<file path="src/rtl/pipelined_cla_addsub.sv">
// Pipelined carry-lookahead adder/subtractor: one BLOCK-bit lookahead group per stage,
// group carry registered between stages, global stall driven by output backpressure.
module pipelined_cla_addsub #(
  parameter int WIDTH = 16,
  parameter int BLOCK = 4
) (
  input  logic             clk,
  input  logic             rst,
  input  logic             in_valid,
  output logic             in_ready,
  input  logic [WIDTH-1:0] A,
  input  logic [WIDTH-1:0] B,
  input  logic             carryin,
  input  logic             sub,
  output logic             out_valid,
  input  logic             out_ready,
  output logic [WIDTH-1:0] Y,
  output logic             carryout,
  output logic             overflow,
  output logic             zero
);

  localparam int NGRP = WIDTH / BLOCK;

  if ((WIDTH % BLOCK) != 0) begin : g_width_check
    $error("pipelined_cla_addsub: WIDTH must be a multiple of BLOCK");
  end

  // Returns {carry out, carry into group MSB, sum bits} using flattened lookahead carries.
  function automatic logic [BLOCK+1:0] cla_group(
    input logic [BLOCK-1:0] a,
    input logic [BLOCK-1:0] b,
    input logic             cin
  );
    logic [BLOCK-1:0] g;
    logic [BLOCK-1:0] p;
    logic [BLOCK:0]   c;
    logic             pp;
    g    = a & b;
    p    = a ^ b;
    c    = {(BLOCK+1){1'b0}};
    c[0] = cin;
    for (int i = 0; i < BLOCK; i++) begin
      c[i+1] = g[i];
      pp     = p[i];
      for (int j = i - 1; j >= 0; j--) begin
        c[i+1] = c[i+1] | (pp & g[j]);
        pp     = pp & p[j];
      end
      c[i+1] = c[i+1] | (pp & cin);
    end
    return {c[BLOCK], c[BLOCK-1], p ^ c[BLOCK-1:0]};
  endfunction

  // Drops a group's sum bits into its slot of the travelling result word.
  function automatic logic [WIDTH-1:0] insert_group(
    input logic [WIDTH-1:0] y,
    input logic [BLOCK-1:0] bits,
    input int               k
  );
    logic [WIDTH-1:0] r;
    r = y;
    r[k*BLOCK +: BLOCK] = bits;
    return r;
  endfunction

  logic             stall_s;
  logic [NGRP:0]    v_r;
  logic [NGRP-1:0]  c_r;
  logic [WIDTH-1:0] a_r    [NGRP];
  logic [WIDTH-1:0] b_r    [NGRP];
  logic [WIDTH-1:0] y_r    [NGRP];
  logic [WIDTH-1:0] y_nx_s [NGRP];
  logic [BLOCK+1:0] res_s  [NGRP];
  logic [WIDTH-1:0] y_out_r;
  logic             cout_r;
  logic             ovf_r;
  logic             zero_r;

  assign stall_s   = v_r[NGRP] & ~out_ready;
  assign in_ready  = ~stall_s;
  assign out_valid = v_r[NGRP];
  assign Y         = y_out_r;
  assign carryout  = cout_r;
  assign overflow  = ovf_r;
  assign zero      = zero_r;

  for (genvar k = 0; k < NGRP; k++) begin : g_grp
    assign res_s[k]  = cla_group(a_r[k][k*BLOCK +: BLOCK], b_r[k][k*BLOCK +: BLOCK], c_r[k]);
    assign y_nx_s[k] = insert_group(y_r[k], res_s[k][BLOCK-1:0], k);
  end

  // Pipeline ranks: rank 0 captures effective operands, each later rank holds one more resolved group.
  always_ff @(posedge clk) begin
    if (rst) begin
      v_r     <= {(NGRP+1){1'b0}};
      c_r     <= {NGRP{1'b0}};
      y_out_r <= {WIDTH{1'b0}};
      cout_r  <= 1'b0;
      ovf_r   <= 1'b0;
      zero_r  <= 1'b0;
      for (int k = 0; k < NGRP; k++) begin
        a_r[k] <= {WIDTH{1'b0}};
        b_r[k] <= {WIDTH{1'b0}};
        y_r[k] <= {WIDTH{1'b0}};
      end
    end else if (!stall_s) begin
      v_r[0] <= in_valid;
      a_r[0] <= A;
      b_r[0] <= sub ? ~B : B;
      c_r[0] <= carryin ^ sub;
      y_r[0] <= {WIDTH{1'b0}};
      for (int k = 1; k < NGRP; k++) begin
        v_r[k] <= v_r[k-1];
        a_r[k] <= a_r[k-1];
        b_r[k] <= b_r[k-1];
        c_r[k] <= res_s[k-1][BLOCK+1];
        y_r[k] <= y_nx_s[k-1];
      end
      v_r[NGRP] <= v_r[NGRP-1];
      // Bubbles leave the visible result and flags untouched.
      if (v_r[NGRP-1]) begin
        y_out_r <= y_nx_s[NGRP-1];
        cout_r  <= res_s[NGRP-1][BLOCK+1];
        ovf_r   <= res_s[NGRP-1][BLOCK+1] ^ res_s[NGRP-1][BLOCK];
        zero_r  <= (y_nx_s[NGRP-1] == {WIDTH{1'b0}});
      end
    end
  end

endmodule

</file>
<file path="config.mk">
export PLATFORM = sky130hd
export DESIGN_NAME = pipelined_cla_addsub
export DESIGN_NICKNAME = d
export VERILOG_FILES = /design/src/rtl/pipelined_cla_addsub.sv
export SDC_FILE = /design/constraint.sdc
export NUM_CORES = 1
export LEC_CHECK = 0
export CORE_MARGIN = 2
export CORE_UTILIZATION = 50
export DETAILED_ROUTE_END_ITERATION = 12
export GPL_ROUTABILITY_DRIVEN = 0
export PLACE_DENSITY = 0.77
export SYNTH_ARGS = -nofsm -noshare
export SYNTH_HDL_FRONTEND = slang
export SYNTH_SLANG_ARGS = --single-unit
</file>
<file path="constraint.sdc">
create_clock -name clk -period 4 [get_ports clk]
set_input_delay 0.8 -clock clk [delete_from_list [all_inputs] [get_ports clk]]
set_output_delay 0.8 -clock clk [all_outputs]
set_load 0.005 [all_outputs]
</file>
==> results_dict.tcl <==
set metrics [dict create \
    worst_ep_arrival_time_ns 2.30 \
    chipWidth_um 109 \
    layout_commonest_cell "edfxtp_1" \
    clkTransAtPathRegs_ns 0.06 \
    fillers 857 \
    leakagePower_nw 2.65 \
    synth_cell_type_count 39 \
    die-height_um 109 \
    clock-root-buffer "clkbuf_8" \
    cts_max_path_buffers 2 \
    grt.overflow.total 0 \
    wire_per_inst_um 11.5 \
    critPathLaunchType "input pin" \
    crit_path_max_fanout 12 \
    finalCoreUtilization 0.625 \
    core_um2 10800 \
    slowest_delay_ns 0.49 \
    vias 3084 \
    drive_above_1_share 0.0812 \
    initial_utilization 0.513 \
    finalNetCount 550 \
    crit_path_end_kind "output pin" \
    area_growth_pct 22.0 \
    cts_tree "built" \
    syn_avg_cell_area_um2 12.9 \
    diodes 0 \
    timing.final.crit_period_ns 3.10 \
    rows 38 \
    cts_made_buffers 17 \
    slowest_stage "clkdlybuf4s50_1" \
    synth_largest_area_cell "edfxtp_1" \
    outcome "finished clean" \
    ys_seq_area_frac 0.663 \
    crit_buf_inv 3 \
    ys_ff_latch 132 \
    dieArea_um2 12000 \
    finalMaxSlewViolations 0 \
    max_slew_margin 0.353 \
    syn_area_um2 5560 \
    synthTopCellsByArea "edfxtp_1 (56%), dfxtp_1 (10%), and2_1 (9.1%)" \
    ctsResizeCount 0 \
    first_pass_iters 4 \
    fin_setup_tns_ns 0 \
    critical_path.cell_chain "clkdlybuf4s50_1 > nor2b_4 > inv_2 > clkdlybuf4s50_1" \
    hpwl_um 4860 \
    grt_antenna_before_repair 0 \
    yosys_warnings 0 \
    hold_slack_ns 0.456 \
    cts_setup_buffers 0 \
    drc 0 \
    crit_type "input pin to output pin" \
    clock_sinks 132 \
    clk_latency_ns 0.51 \
    hold_viol 0 \
    ir_worst_vdd_mv 0.208 \
    ctsHoldBuffers 0 \
    drt-total-wl_um 7450 \
    powerDensity_nw_per_um2 452 \
    fmax_mhz 323 \
    drv_cap 0 \
    grt_pass1_vias 2923 \
    final-setup-viol-count 0 \
    synth_fp_nets 490 \
    grt_max_degree 80 \
    ant_nets 0 \
    io_buffers 58 \
    syn_inst 432 \
    path_common_cell "clkdlybuf4s50_1" \
    cp_data_required_time_ns 3.20 \
    io_pins 59 \
    min_path_type "register to register" \
    fin_crit_sh 0.775 \
    yosysTopAreaCellShare 0.562 \
    h-tree-depth 4 \
    grt_usage 0.139 \
    rsz0062_at_grt "false" \
    fin_worst_skew_ns 0.00759 \
    cp_top_family "buffers and inverters" \
    grt_pass1_wl_um 12800 \
    max_slew.worst_pin.slew_ns 0.970 \
    drt_iter0_markers 181 \
    layout.cells.most_common_list "edfxtp_1 (104), and2_1 (81), clkdlybuf4s50_1 (58)" \
    routed_via_density 4.78 \
]
-- power by group --
part	internal, mW	switching (mW)	total (mW)
Clock	0.762	0.567	1.33
Combinational	0.0934	0.0739	0.167
Sequential	1.55	0.0196	1.57
Total	2.40	0.660	3.06
-- kinds of logic after synthesis --
kind of cell	after synthesis	synth area share
adders and majority gates	20	0.0504
AOI/OAI and AO/OA	48	0.0547
buffers and inverters	25	0.0218
DFF	132	0.663
muxes	1	0.00180
xor gates and xnor gates	24	0.0378
and+or+nand+nor	182	0.170
-- routing by layer --
metal / GRT usage / vias up / wire [um]
li1: - / 1609 / -
met1: 0.171 / 1388 / 3420
met2: 0.221 / 79 / 3490
met3: 0.0504 / 8 / 451
met4: 0.0597 / 0 / 85
met5: 0 / - / 0
-- final cells by class --
cell class / count / area (um2) / share of cell area
multi-input cells: 275 / 1760 / 0.260
clock buffers: 18 / 418 / 0.0617
clock inverters: 14 / 103 / 0.0151
flip-flops and latches: 132 / 3680 / 0.544
inverters: 4 / 15.0 / 0.00222
repair buffers: 62 / 623 / 0.0919
well taps: 140 / 175 / 0.0258
-- cells in the mapped netlist (all sizes together) --
cell and n:
nand3 4, xor2 3, a21oi 24, o31a 3
clkbuf 13, dfxtp 28, edfxtp 104, ha 16
a21o 3, nand2b 5, and2 81, nand3b 1
mux2i 1, o21ai 6, nand2 44, buf 8
o211a 1, nor2 41, nor2b 1, xnor2 21
o21bai 2, a211oi 8, nor4b 1, or2 1
fa 4, a2111o 1, nand4 1, nor4 2
inv 4
-- flip-flops by register name, summed over array words and instances (netlist names) --
name,cells
a_r,40
b_r,40
Y,16
carryout,1
overflow,1
zero,1
c_r,4
v_r,5
y_r,24
-- path summary, 6_finish.rpt --
| path | start | endpoint | slack, ns | cells after the start |
|---|---|---|---|---|
| max | out_ready | in_ready | 0.90 | 4 |
| min | Y[13]$_SDFFE_PP0P_ | Y[13]$_SDFFE_PP0P_ | 0.46 | 2 |
| max reg2reg | v_r[4]$_SDFFE_PP0N_ | b_r[0][6]$_SDFFCE_PN0P_ | 1.93 | 4 |
| min reg2reg | Y[13]$_SDFFE_PP0P_ | Y[13]$_SDFFE_PP0P_ | 0.46 | 2 |
-- metrics by stage --
stage	setup slack, ns	std cells	total power, mW	instance area (um2)
global placement	0.932	613	1.76	6260
global route	0.837	645	3.18	6780
floorplan	0.0230	432	1.70	5560
detailed placement	0.904	613	1.76	6260
CTS	0.901	645	3.09	6780
finish	0.901	645	3.06	6780
-- worst min-delay path, stage by stage, from the launching register on --
cell and delay, ns:
dfxtp_1 0.31, nand2_1 0.05, a21oi_1 0.05
Power figures use the tool's default switching activity.
